## config.mk

```make
export PLATFORM = sky130hd
export DESIGN_NAME = coded_lock_seq
export DESIGN_NICKNAME = d
export VERILOG_FILES = /design/src/rtl/coded_lock_seq.sv
export SDC_FILE = /design/constraint.sdc
export NUM_CORES = 1
export LEC_CHECK = 0
export BUFFER_PORTS_ARGS = -buffer_cell sky130_fd_sc_hd__clkbuf_2
export CORE_ASPECT_RATIO = 0.9
export CORE_MARGIN = 2
export CORE_UTILIZATION = 45
export CTS_CLUSTER_SIZE = 30
export DETAILED_ROUTE_END_ITERATION = 10
export PLACE_DENSITY = 0.72
export SLEW_MARGIN = 5
export SYNTH_ARGS = -nofsm -noshare
export SYNTH_HDL_FRONTEND = slang
export SYNTH_SLANG_ARGS = --single-unit
```

## constraint.sdc

```tcl
create_clock -name clk -period 3.3 [get_ports clk]
set_input_delay 0.66 -clock clk [delete_from_list [all_inputs] [get_ports clk]]
set_output_delay 0.66 -clock clk [all_outputs]
set_load 0.01 [all_outputs]
```

## src/rtl/coded_lock_seq.sv

```systemverilog
// coded_lock_seq
// Keypad-style coded lock. Digits arrive one per enter pulse. When a full code
// has been entered it is compared with the stored code. A match opens the
// lock for a fixed time, and while open the code can be reprogrammed. A
// mismatch raises a timed alarm. Running out of tries forces a longer lockout.
//
// Ports
//   clk         rising-edge clock
//   rst         synchronous active-high reset
//   code_in     digit value, sampled on enter
//   enter       single-cycle digit strobe
//   cancel      single-cycle abort strobe (wins over enter)
//   prog        level, requests code programming while open
//   open        lock released (OPEN and PROG)
//   alarm       wrong code / lockout indicator
//   locked_out  lockout indicator
//   tries_left  remaining attempts before lockout
//   seg_led_1   seven-segment pattern of digits entered so far
//   seg_led_2   seven-segment pattern of tries_left
module coded_lock_seq #(
    parameter int DIGIT_W = 4,
    parameter int NUM_DIGITS = 4,
    parameter logic [NUM_DIGITS*DIGIT_W-1:0] DEFAULT_CODE = 16'h1234,
    parameter int MAX_TRIES = 3,
    parameter int OPEN_CYCLES = 50_000_000,
    parameter int ALARM_CYCLES = 12_000_000,
    parameter int LOCK_CYCLES = 120_000_000
) (
    input  logic                             clk,
    input  logic                             rst,
    input  logic [DIGIT_W-1:0]               code_in,
    input  logic                             enter,
    input  logic                             cancel,
    input  logic                             prog,
    output logic                             open,
    output logic                             alarm,
    output logic                             locked_out,
    output logic [$clog2(MAX_TRIES+1)-1:0]   tries_left,
    output logic [8:0]                       seg_led_1,
    output logic [8:0]                       seg_led_2
);

    localparam int CODE_W  = NUM_DIGITS * DIGIT_W;
    localparam int CNT_W   = $clog2(NUM_DIGITS + 1);
    localparam int TRY_W   = $clog2(MAX_TRIES + 1);
    localparam int MAX_AO  = (OPEN_CYCLES > ALARM_CYCLES) ? OPEN_CYCLES : ALARM_CYCLES;
    localparam int MAX_CYC = (MAX_AO > LOCK_CYCLES) ? MAX_AO : LOCK_CYCLES;
    localparam int TIMER_W = (MAX_CYC > 1) ? $clog2(MAX_CYC) : 1;

    typedef enum logic [2:0] {
        IDLE,
        ENTRY,
        CHECK,
        OPEN,
        PROG,
        FAIL,
        LOCKOUT
    } state_t;

    state_t              state, state_n;
    logic [CODE_W-1:0]   code_reg, code_n;
    logic [CODE_W-1:0]   buffer, buf_n;
    logic [CODE_W-1:0]   shifted;
    logic [CNT_W-1:0]    digit_cnt, cnt_n;
    logic [TIMER_W-1:0]  timer, timer_n;
    logic [TRY_W-1:0]    tries_n;
    logic                last_digit;

    function automatic logic [8:0] seg7(input logic [3:0] v);
        case (v)
            4'd0:    seg7 = 9'h03f;
            4'd1:    seg7 = 9'h006;
            4'd2:    seg7 = 9'h05b;
            4'd3:    seg7 = 9'h04f;
            4'd4:    seg7 = 9'h066;
            4'd5:    seg7 = 9'h06d;
            4'd6:    seg7 = 9'h07d;
            4'd7:    seg7 = 9'h007;
            4'd8:    seg7 = 9'h07f;
            4'd9:    seg7 = 9'h06f;
            default: seg7 = 9'h000;
        endcase
    endfunction

    // The first digit entered ends up most significant after NUM_DIGITS shifts.
    assign shifted    = {buffer[CODE_W-DIGIT_W-1:0], code_in};
    assign last_digit = (digit_cnt + CNT_W'(1)) == CNT_W'(NUM_DIGITS);

    // Next-state logic. One shared timer is used because only one timed
    // state can be active at a time. It restarts from 0 whenever it is not
    // explicitly advanced.
    always_comb begin
        state_n = state;
        code_n  = code_reg;
        buf_n   = buffer;
        cnt_n   = digit_cnt;
        timer_n = '0;
        tries_n = tries_left;
        case (state)
            IDLE: begin
                if (enter && !cancel) begin
                    buf_n   = CODE_W'(code_in);
                    cnt_n   = CNT_W'(1);
                    state_n = ENTRY;
                end
            end
            ENTRY: begin
                if (cancel) begin
                    buf_n   = '0;
                    cnt_n   = '0;
                    state_n = IDLE;
                end else if (enter) begin
                    buf_n = shifted;
                    cnt_n = digit_cnt + CNT_W'(1);
                    if (last_digit) state_n = CHECK;
                end
            end
            CHECK: begin
                buf_n = '0;
                cnt_n = '0;
                if (buffer == code_reg) begin
                    tries_n = TRY_W'(MAX_TRIES);
                    state_n = OPEN;
                end else begin
                    tries_n = tries_left - TRY_W'(1);
                    state_n = (tries_n == '0) ? LOCKOUT : FAIL;
                end
            end
            OPEN: begin
                if (cancel) begin
                    state_n = IDLE;
                end else if (enter && prog) begin
                    // The new code is collected in the entry buffer and is
                    // only copied into code_reg once it is complete.
                    buf_n   = CODE_W'(code_in);
                    cnt_n   = CNT_W'(1);
                    state_n = PROG;
                end else if (timer == TIMER_W'(OPEN_CYCLES - 1)) begin
                    state_n = IDLE;
                end else begin
                    timer_n = timer + TIMER_W'(1);
                end
            end
            PROG: begin
                if (cancel) begin
                    buf_n   = '0;
                    cnt_n   = '0;
                    state_n = IDLE;
                end else if (enter) begin
                    if (last_digit) begin
                        code_n  = shifted;
                        buf_n   = '0;
                        cnt_n   = '0;
                        state_n = IDLE;
                    end else begin
                        buf_n = shifted;
                        cnt_n = digit_cnt + CNT_W'(1);
                    end
                end
            end
            FAIL: begin
                if (timer == TIMER_W'(ALARM_CYCLES - 1)) state_n = IDLE;
                else timer_n = timer + TIMER_W'(1);
            end
            LOCKOUT: begin
                if (timer == TIMER_W'(LOCK_CYCLES - 1)) begin
                    tries_n = TRY_W'(MAX_TRIES);
                    state_n = IDLE;
                end else begin
                    timer_n = timer + TIMER_W'(1);
                end
            end
            default: begin
                buf_n   = '0;
                cnt_n   = '0;
                state_n = IDLE;
            end
        endcase
    end

    // State register. The outputs are registered from the next-state values,
    // so that they change on the same edge as the state they describe.
    always_ff @(posedge clk) begin
        if (rst) begin
            state      <= IDLE;
            code_reg   <= DEFAULT_CODE;
            buffer     <= '0;
            digit_cnt  <= '0;
            timer      <= '0;
            tries_left <= TRY_W'(MAX_TRIES);
            open       <= 1'b0;
            alarm      <= 1'b0;
            locked_out <= 1'b0;
            seg_led_1  <= seg7(4'd0);
            seg_led_2  <= seg7(4'(MAX_TRIES));
        end else begin
            state      <= state_n;
            code_reg   <= code_n;
            buffer     <= buf_n;
            digit_cnt  <= cnt_n;
            timer      <= timer_n;
            tries_left <= tries_n;
            open       <= (state_n == OPEN) || (state_n == PROG);
            alarm      <= (state_n == FAIL) || (state_n == LOCKOUT);
            locked_out <= (state_n == LOCKOUT);
            seg_led_1  <= seg7(4'(cnt_n));
            seg_led_2  <= seg7(4'(tries_n));
        end
    end

endmodule

```

### Word level (Yosys, flattened, before mapping)

Memory sizes are Yosys's and may differ from the RTL's. A register that Yosys moved wholly into a read port is not among the register bits.
Index checks and enable logic that the tools add are counted.

| operators by class | value |
|---|---|
| shift operators | 0 |
| muxes and demuxes | 43 |
| eq/ne operators | 23 |
| add/sub/neg operators | 3 |
| magnitude comparators | 0 |
| bitwise gates (word level) | 2 |
| reductions and logical operators | 11 |
| $mul | 0 |
| divide/modulo/power cells | 0 |

Operators with widths:

| operator | count |
|---|---|
| $mux W27 | 5 |
| $mux W16 | 8 |
| $pmux W27 S3 | 1 |
| $pmux W16 S5 | 1 |
| $mux W3 | 21 |
| $pmux W9 S4 | 1 |
| $add A27 B1 Y27 const B | 1 |
| $eq A27 B24 Y1 const B | 1 |
| $eq A27 B26 Y1 const B | 1 |
| $eq A27 B27 Y1 const B | 1 |
| $eq A3 B3 Y1 const B | 7 |
| $pmux W3 S7 | 1 |
| $eq A16 B16 Y1 | 1 |
| $pmux W3 S5 | 1 |
| $eq A3 B2 Y1 const B | 3 |
| $mux W2 | 3 |
| $ne A2 B2 Y1 const B | 3 |
| $ne A3 B3 Y1 const B | 2 |
| $reduce_and A6 Y1 | 1 |
| $eq A2 B2 Y1 const B | 2 |
| $logic_not A2 Y1 | 2 |
| $pmux W2 S2 | 1 |
| $reduce_and A4 Y1 | 1 |
| $add A3 B1 Y3 const B | 1 |
| other kinds (9) | 12 |

| storage, ports and cells | value |
|---|---|
| bits in latches | 0 |
| register bits | 88 |
| input bits | 9 |
| bits in read-only memories | 56 |
| memories | 1 |
| logic and storage cells | 94 |
| bits in writable memories | 0 |

Memory list:

| memory | words | bits a word | read ports | clocked after Yosys merged registers in | wr ports | line | text |
|---|---|---|---|---|---|---|---|
| (name not given) | 8 | 7 | 1 | 1 | 0 | 70 | `case (v)` |

### Logic depth before layout (Yosys ltp)

| depth | value |
|---|---|
| word-level depth | 8 |
| mapped depth | 10 |

### Least setup slack after synthesis

OpenSTA, ideal clock, no wires.

| timing path | value |
|---|---|
| path kind | in2reg |
| start point | in cancel |
| end point | reg seg_led_1[3] |
| data required time | 3.186 ns |
| library setup time | 0.114 ns |
| data arrival time | 2.294 ns |
| cell stages on the path | 8 |
| path slack | 0.892 ns |
| cell sequence | nand2b_1 > nand2b_1 > mux2_2 > mux2i_4 > a32oi_1 > ha_1 > or2_0 > a21o_1 |

| on the way | value |
|---|---|
| word-level cells in the longest chain between the ends | 4 |
| elaborated cells on any way between the ends | 7 |

RTL lines:

| element | line | text |
|---|---|---|
| from (decl) | 33 | `input logic cancel,` |
| $logic_not A1 Y1 | 101 | `if (enter && !cancel) begin` |
| $logic_and A1 B1 Y1 | 101 |  |
| $mux W3 | 101 |  |
| $pmux W3 S5 (*) | 99 | `case (state)` |
| to (decl) | 39 | `output logic [8:0] seg_led_1,` |

Mark *: on every way between the ends. The rest lies on a longest branch, timed or not.
A chain may end at the register's enable or synchronous reset.

### Worst setup path in the final report

| timing path | value |
|---|---|
| start point | reg state[0] |
| end point | reg seg_led_1[3] |

| on the way | value |
|---|---|
| word-level cells in the longest chain between the ends | 3 |
| elaborated cells on any way between the ends | 8 |

RTL lines:

| element | line | text |
|---|---|---|
| from (decl) | 60 | `state_t state, state_n;` |
| from (signal assigned) | 197 | `state <= state_n;` |
| $eq A3 B3 Y1 | 99 |  |
| $reduce_or A2 Y1 (no line) | -- |  |
| $pmux W3 S5 (*) | 99 |  |
| named net cnt_n[0] | 64 | `logic [CNT_W-1:0] digit_cnt, cnt_n;` |

Mark *: on every way through the listed nets, which the timed path passes. The rest lies on a longest branch.

==> results_tabular.tex <==
\begin{tabular}{lr}
\hline
Metric & Value \\
\hline
\multicolumn{2}{l}{\textbf{Final layout}} \\
\quad Leading cell type in the layout, fill and taps excluded & dfxtp\_1 \\
\quad Fraction of final layout cells with drive strength greater than 1 & 0.120 \\
\quad Number of flip-flops in the largest register & 27 \\
\quad Commonest cells after routing, fill and taps aside & dfxtp\_1 (81), nand2\_1 (67), nor2\_1 (56), a21oi\_1 (31), xnor2\_1 (27) \\
\quad Growth of design area from synthesis to finish & 8.61\% \\
\quad Count of antenna diodes in the layout & 0 \\
\quad Fill count & 779 \\
\quad Post-Layout Inst Area & 4150 sq um \\
\quad Final layout net count & 488 \\
\multicolumn{2}{l}{\textbf{Worst setup path}} \\
\quad Nature of the critical path startpoint & flop \\
\quad Chain of cells forming the critical path & nor2b\_1 -> nor2\_1 -> nor3\_1 -> a21oi\_1 -> o21ai\_0 -> inv\_1 -> ha\_1 -> or2\_0 -> a21o\_1 \\
\quad Worst-path cell with the longest stage delay & dfxtp\_1 \\
\quad Required time of the critical path & 3.54 ns \\
\quad Peak fanout along the critical path & 15 \\
\quad Critical Path Max Stage Delay & $\sim$0.6 ns \\
\quad Sort of element at the end of the critical path & flop \\
\quad Category of the critical setup timing path & reg -> reg \\
\quad Data arrival time of the critical path & about 2.8 ns \\
\multicolumn{2}{l}{\textbf{Logic synthesis}} \\
\quad Sequential-to-total area share from yosys stat & 0.424 \\
\quad Distinct cell type count after synthesis & between 50 and 60 \\
\quad Portion of netlist area occupied by mux cells & 0.0173 \\
\quad Number of warnings issued by yosys & 0 \\
\quad Share of synthesized flip-flops with an asynchronous set or reset & 0 \\
\quad Number of enable flip-flop cells after synthesis & 0 \\
\quad Cell area after synthesis & 3820 sq um \\
\quad Area share of fa/ha/maj cells after synthesis & 0.0327 \\
\quad Gate count after technology mapping & 450 \\
\quad Xor/xnor cell area share of the yosys netlist & 0.0939 \\
\quad Area fraction in and, or, nand and nor cells after synthesis & 0.286 \\
\quad Synth Area in Compound Gates & 0.0988 \\
\quad Number of register bits inferred by synthesis & 81 \\
\quad Post-synthesis average cell area & 8.50 sq um \\
\quad Dominant combinational cell family by area after synthesis & simple AND/OR/NAND/NOR gates \\
\quad Ys flop type & dfxtp\_1 \\
\multicolumn{2}{l}{\textbf{Min path}} \\
\quad Worst hold path class & reg -> reg \\
\multicolumn{2}{l}{\textbf{Timing}} \\
\quad Setup repair after global routing missed its margin & no \\
\quad Final sum of negative setup slack & 0 ns \\
\quad Number of pins exceeding their max-slew limit in the final report & 0 \\
\quad Clock skew & around 0.010 ns \\
\quad Max frequency & 0.389 GHz \\
\quad Remaining max-slew budget at the tightest pin & 0.562 \\
\quad Minimum clock period & 2.57 ns \\
\quad Final worst-path cycle share & 0.779 \\
\quad Total count of hold-check failures in the final report & 0 \\
\quad Number of failing setup endpoints in the final timing report & 0 \\
\quad Worst-margin pin slew & around 0.66 ns \\
\multicolumn{2}{l}{\textbf{Power and ir drop}} \\
\quad Maximum VDD drop & 312 uV \\
\quad Static Leak & 1.45 nW \\
\quad PD cells & 411 nW/um\^{}2 \\
\multicolumn{2}{l}{\textbf{Clock tree}} \\
\quad Clk pin slew, worst setup/hold paths & 0.08 ns \\
\quad TritonCTS clock tree & built \\
\quad Number of CTS-inserted buffers & 9 \\
\quad Hold buffer count at CTS & 0 \\
\quad Cells resized by post-CTS repair & 0 \\
\quad Clock tree buffer depth & 2 \\
\quad Clk sink count & 81 \\
\quad Clock network latency to the later pin of the worst-skew pair & between 0.3 and 0.4 ns \\
\quad Number of H-tree levels & 3 \\
\quad Setup Buffers After CTS & 0 \\
\quad Root buf cell & clkbuf\_8 \\
\multicolumn{2}{l}{\textbf{Floorplanning}} \\
\quad Width of the die & 101 um \\
\quad \# IOs & 32 \\
\quad Initial standard-cell utilization of the core & 0.469 \\
\quad Core Rows & 31 \\
\quad Vertical extent of the die & 91.5 um \\
\quad Die Area & 9250 sq um \\
\quad Placeable core area & 8150 sq um \\
\multicolumn{2}{l}{\textbf{Drt}} \\
\quad Total Wirelength & 7.76 mm \\
\quad Post-detailed-route count of antenna-violating nets & 0 \\
\quad Number of detailed-route iterations in the first pass & 4 \\
\quad Post-route DRC & 0 \\
\quad Number of vias per cell & $\sim$5.3 \\
\quad Total number of vias & 3,039 \\
\quad Routed len/inst & 13.5 um \\
\quad Drt first-iter violations & 182 \\
\multicolumn{2}{l}{\textbf{Place}} \\
\quad Count of buffers inserted at the top-level ports & 26 \\
\quad DP HPWL & 5.51 mm \\
\quad Instance area at placement & 3990 sq um \\
\quad Weighted congestion reported at the end of routability-driven placement & between 0.8 and 0.9 \\
\multicolumn{2}{l}{\textbf{Global routing}} \\
\quad Wire length of the first global-routing pass & 13.5 mm \\
\quad Global-route usage over all layers & 0.180 \\
\quad Maximum number of pins on one net before global-route repair & 39 \\
\quad Number of global-route vias before repair & between 2,000 and 3,000 \\
\quad Initial antenna violation count & 0 \\
\quad Global route total overflow & 0 \\
\multicolumn{2}{l}{\textbf{Status}} \\
\quad Result of the run & finished, final reports clean \\
\multicolumn{2}{l}{\textbf{Flow run}} \\
\quad Max-cap check violation count & 0 \\
\hline
\end{tabular}
layout make-up:
class,instances,area (sq um),share of cell area
timing repair buffer,31,168,0.0404
clock buffer,11,131,0.0316
sequential,81,1620,0.390
tap,99,124,0.0298
clock inverter,5,32.5,0.00783
inverter,9,33.8,0.00813
multi-input combinational,337,2040,0.492
worst max-delay path, delay by kind of cell, from the launching register on:
family                     cells  cell delay, ns
AOI/OAI and AO/OA              3            0.53
adders and majority gates      1            0.34
buffers and inverters          1            0.18
DFF                            1            0.60
and+or+nand+nor                4            0.80
through the flow:
step | cells | setup WS [ns] | total power, mW | util | hold slack, ns
final | 573 | 0.730 | 1.71 | 0.510 | 0.469
after global routing | 573 | 0.445 | 1.77 | 0.510 | 0.480
after CTS | 573 | 0.740 | 1.72 | 0.510 | 0.469
after detailed placement | 557 | 0.637 | 1.11 | 0.490 | 0.458
after global placement | 557 | 0.729 | 1.11 | 0.490 | 0.446
after floorplan | 453 | 0.892 | 1.08 | - | 0.430
cell usage after synthesis (all sizes together) (5+ instances only):
cell type	instances	area [sq um]
dfxtp	81	1620
nand2	67	251
nor2	56	210
a21oi	31	155
xnor2	27	236
nand3	24	120
nand2b	14	87.6
xor2	14	123
buf	13	88.8
clkbuf	13	48.8
ha	10	125
inv	9	33.8
nand4	9	71.3
o21ai	9	48.8
nand3b	8	60.1
a22oi	6	50.1
nor2b	5	31.3
path summary, 6_finish.rpt:
kind	from	endpoint	slack [ns]	cells past startpoint
worst max-delay path	state[0]	seg_led_1[3]	0.73	9
worst min-delay path	buffer[13]	buffer[13]	0.47	2
worst max register to register	state[0]	seg_led_1[3]	0.73	9
worst min register to register	buffer[13]	buffer[13]	0.47	2
power by group:
part           total (mW)  internal [mW]  switching [mW]
combinational      0.0908         0.0331          0.0577
clock               0.621          0.271           0.350
sequential          0.995          0.986         0.00914
kinds of logic (layout without fill, tap and decap cells):
| family | count (synthesis) | in the layout |
|---|---|---|
| buffers and inverters | 35 | 56 |
| XOR/XNOR | 41 | 41 |
| AO/OA/AOI/OAI | 62 | 62 |
| flip-flops | 81 | 81 |
| other | 2 | 5 |
| multiplexers | 5 | 5 |
| adder cells (fa/ha/maj) | 10 | 10 |
| AND/OR/NAND/NOR | 214 | 214 |
metal layers:
| layer | global-route usage | routed length, um |
|---|---|---|
| met1 | 0.255 | 3840 |
| met2 | 0.273 | 3580 |
| met3 | 0.0462 | 297 |
| met4 | 0.0473 | 40 |
| met5 | 0 | 0 |
Note: power is estimated with default switching activity, not from simulation.
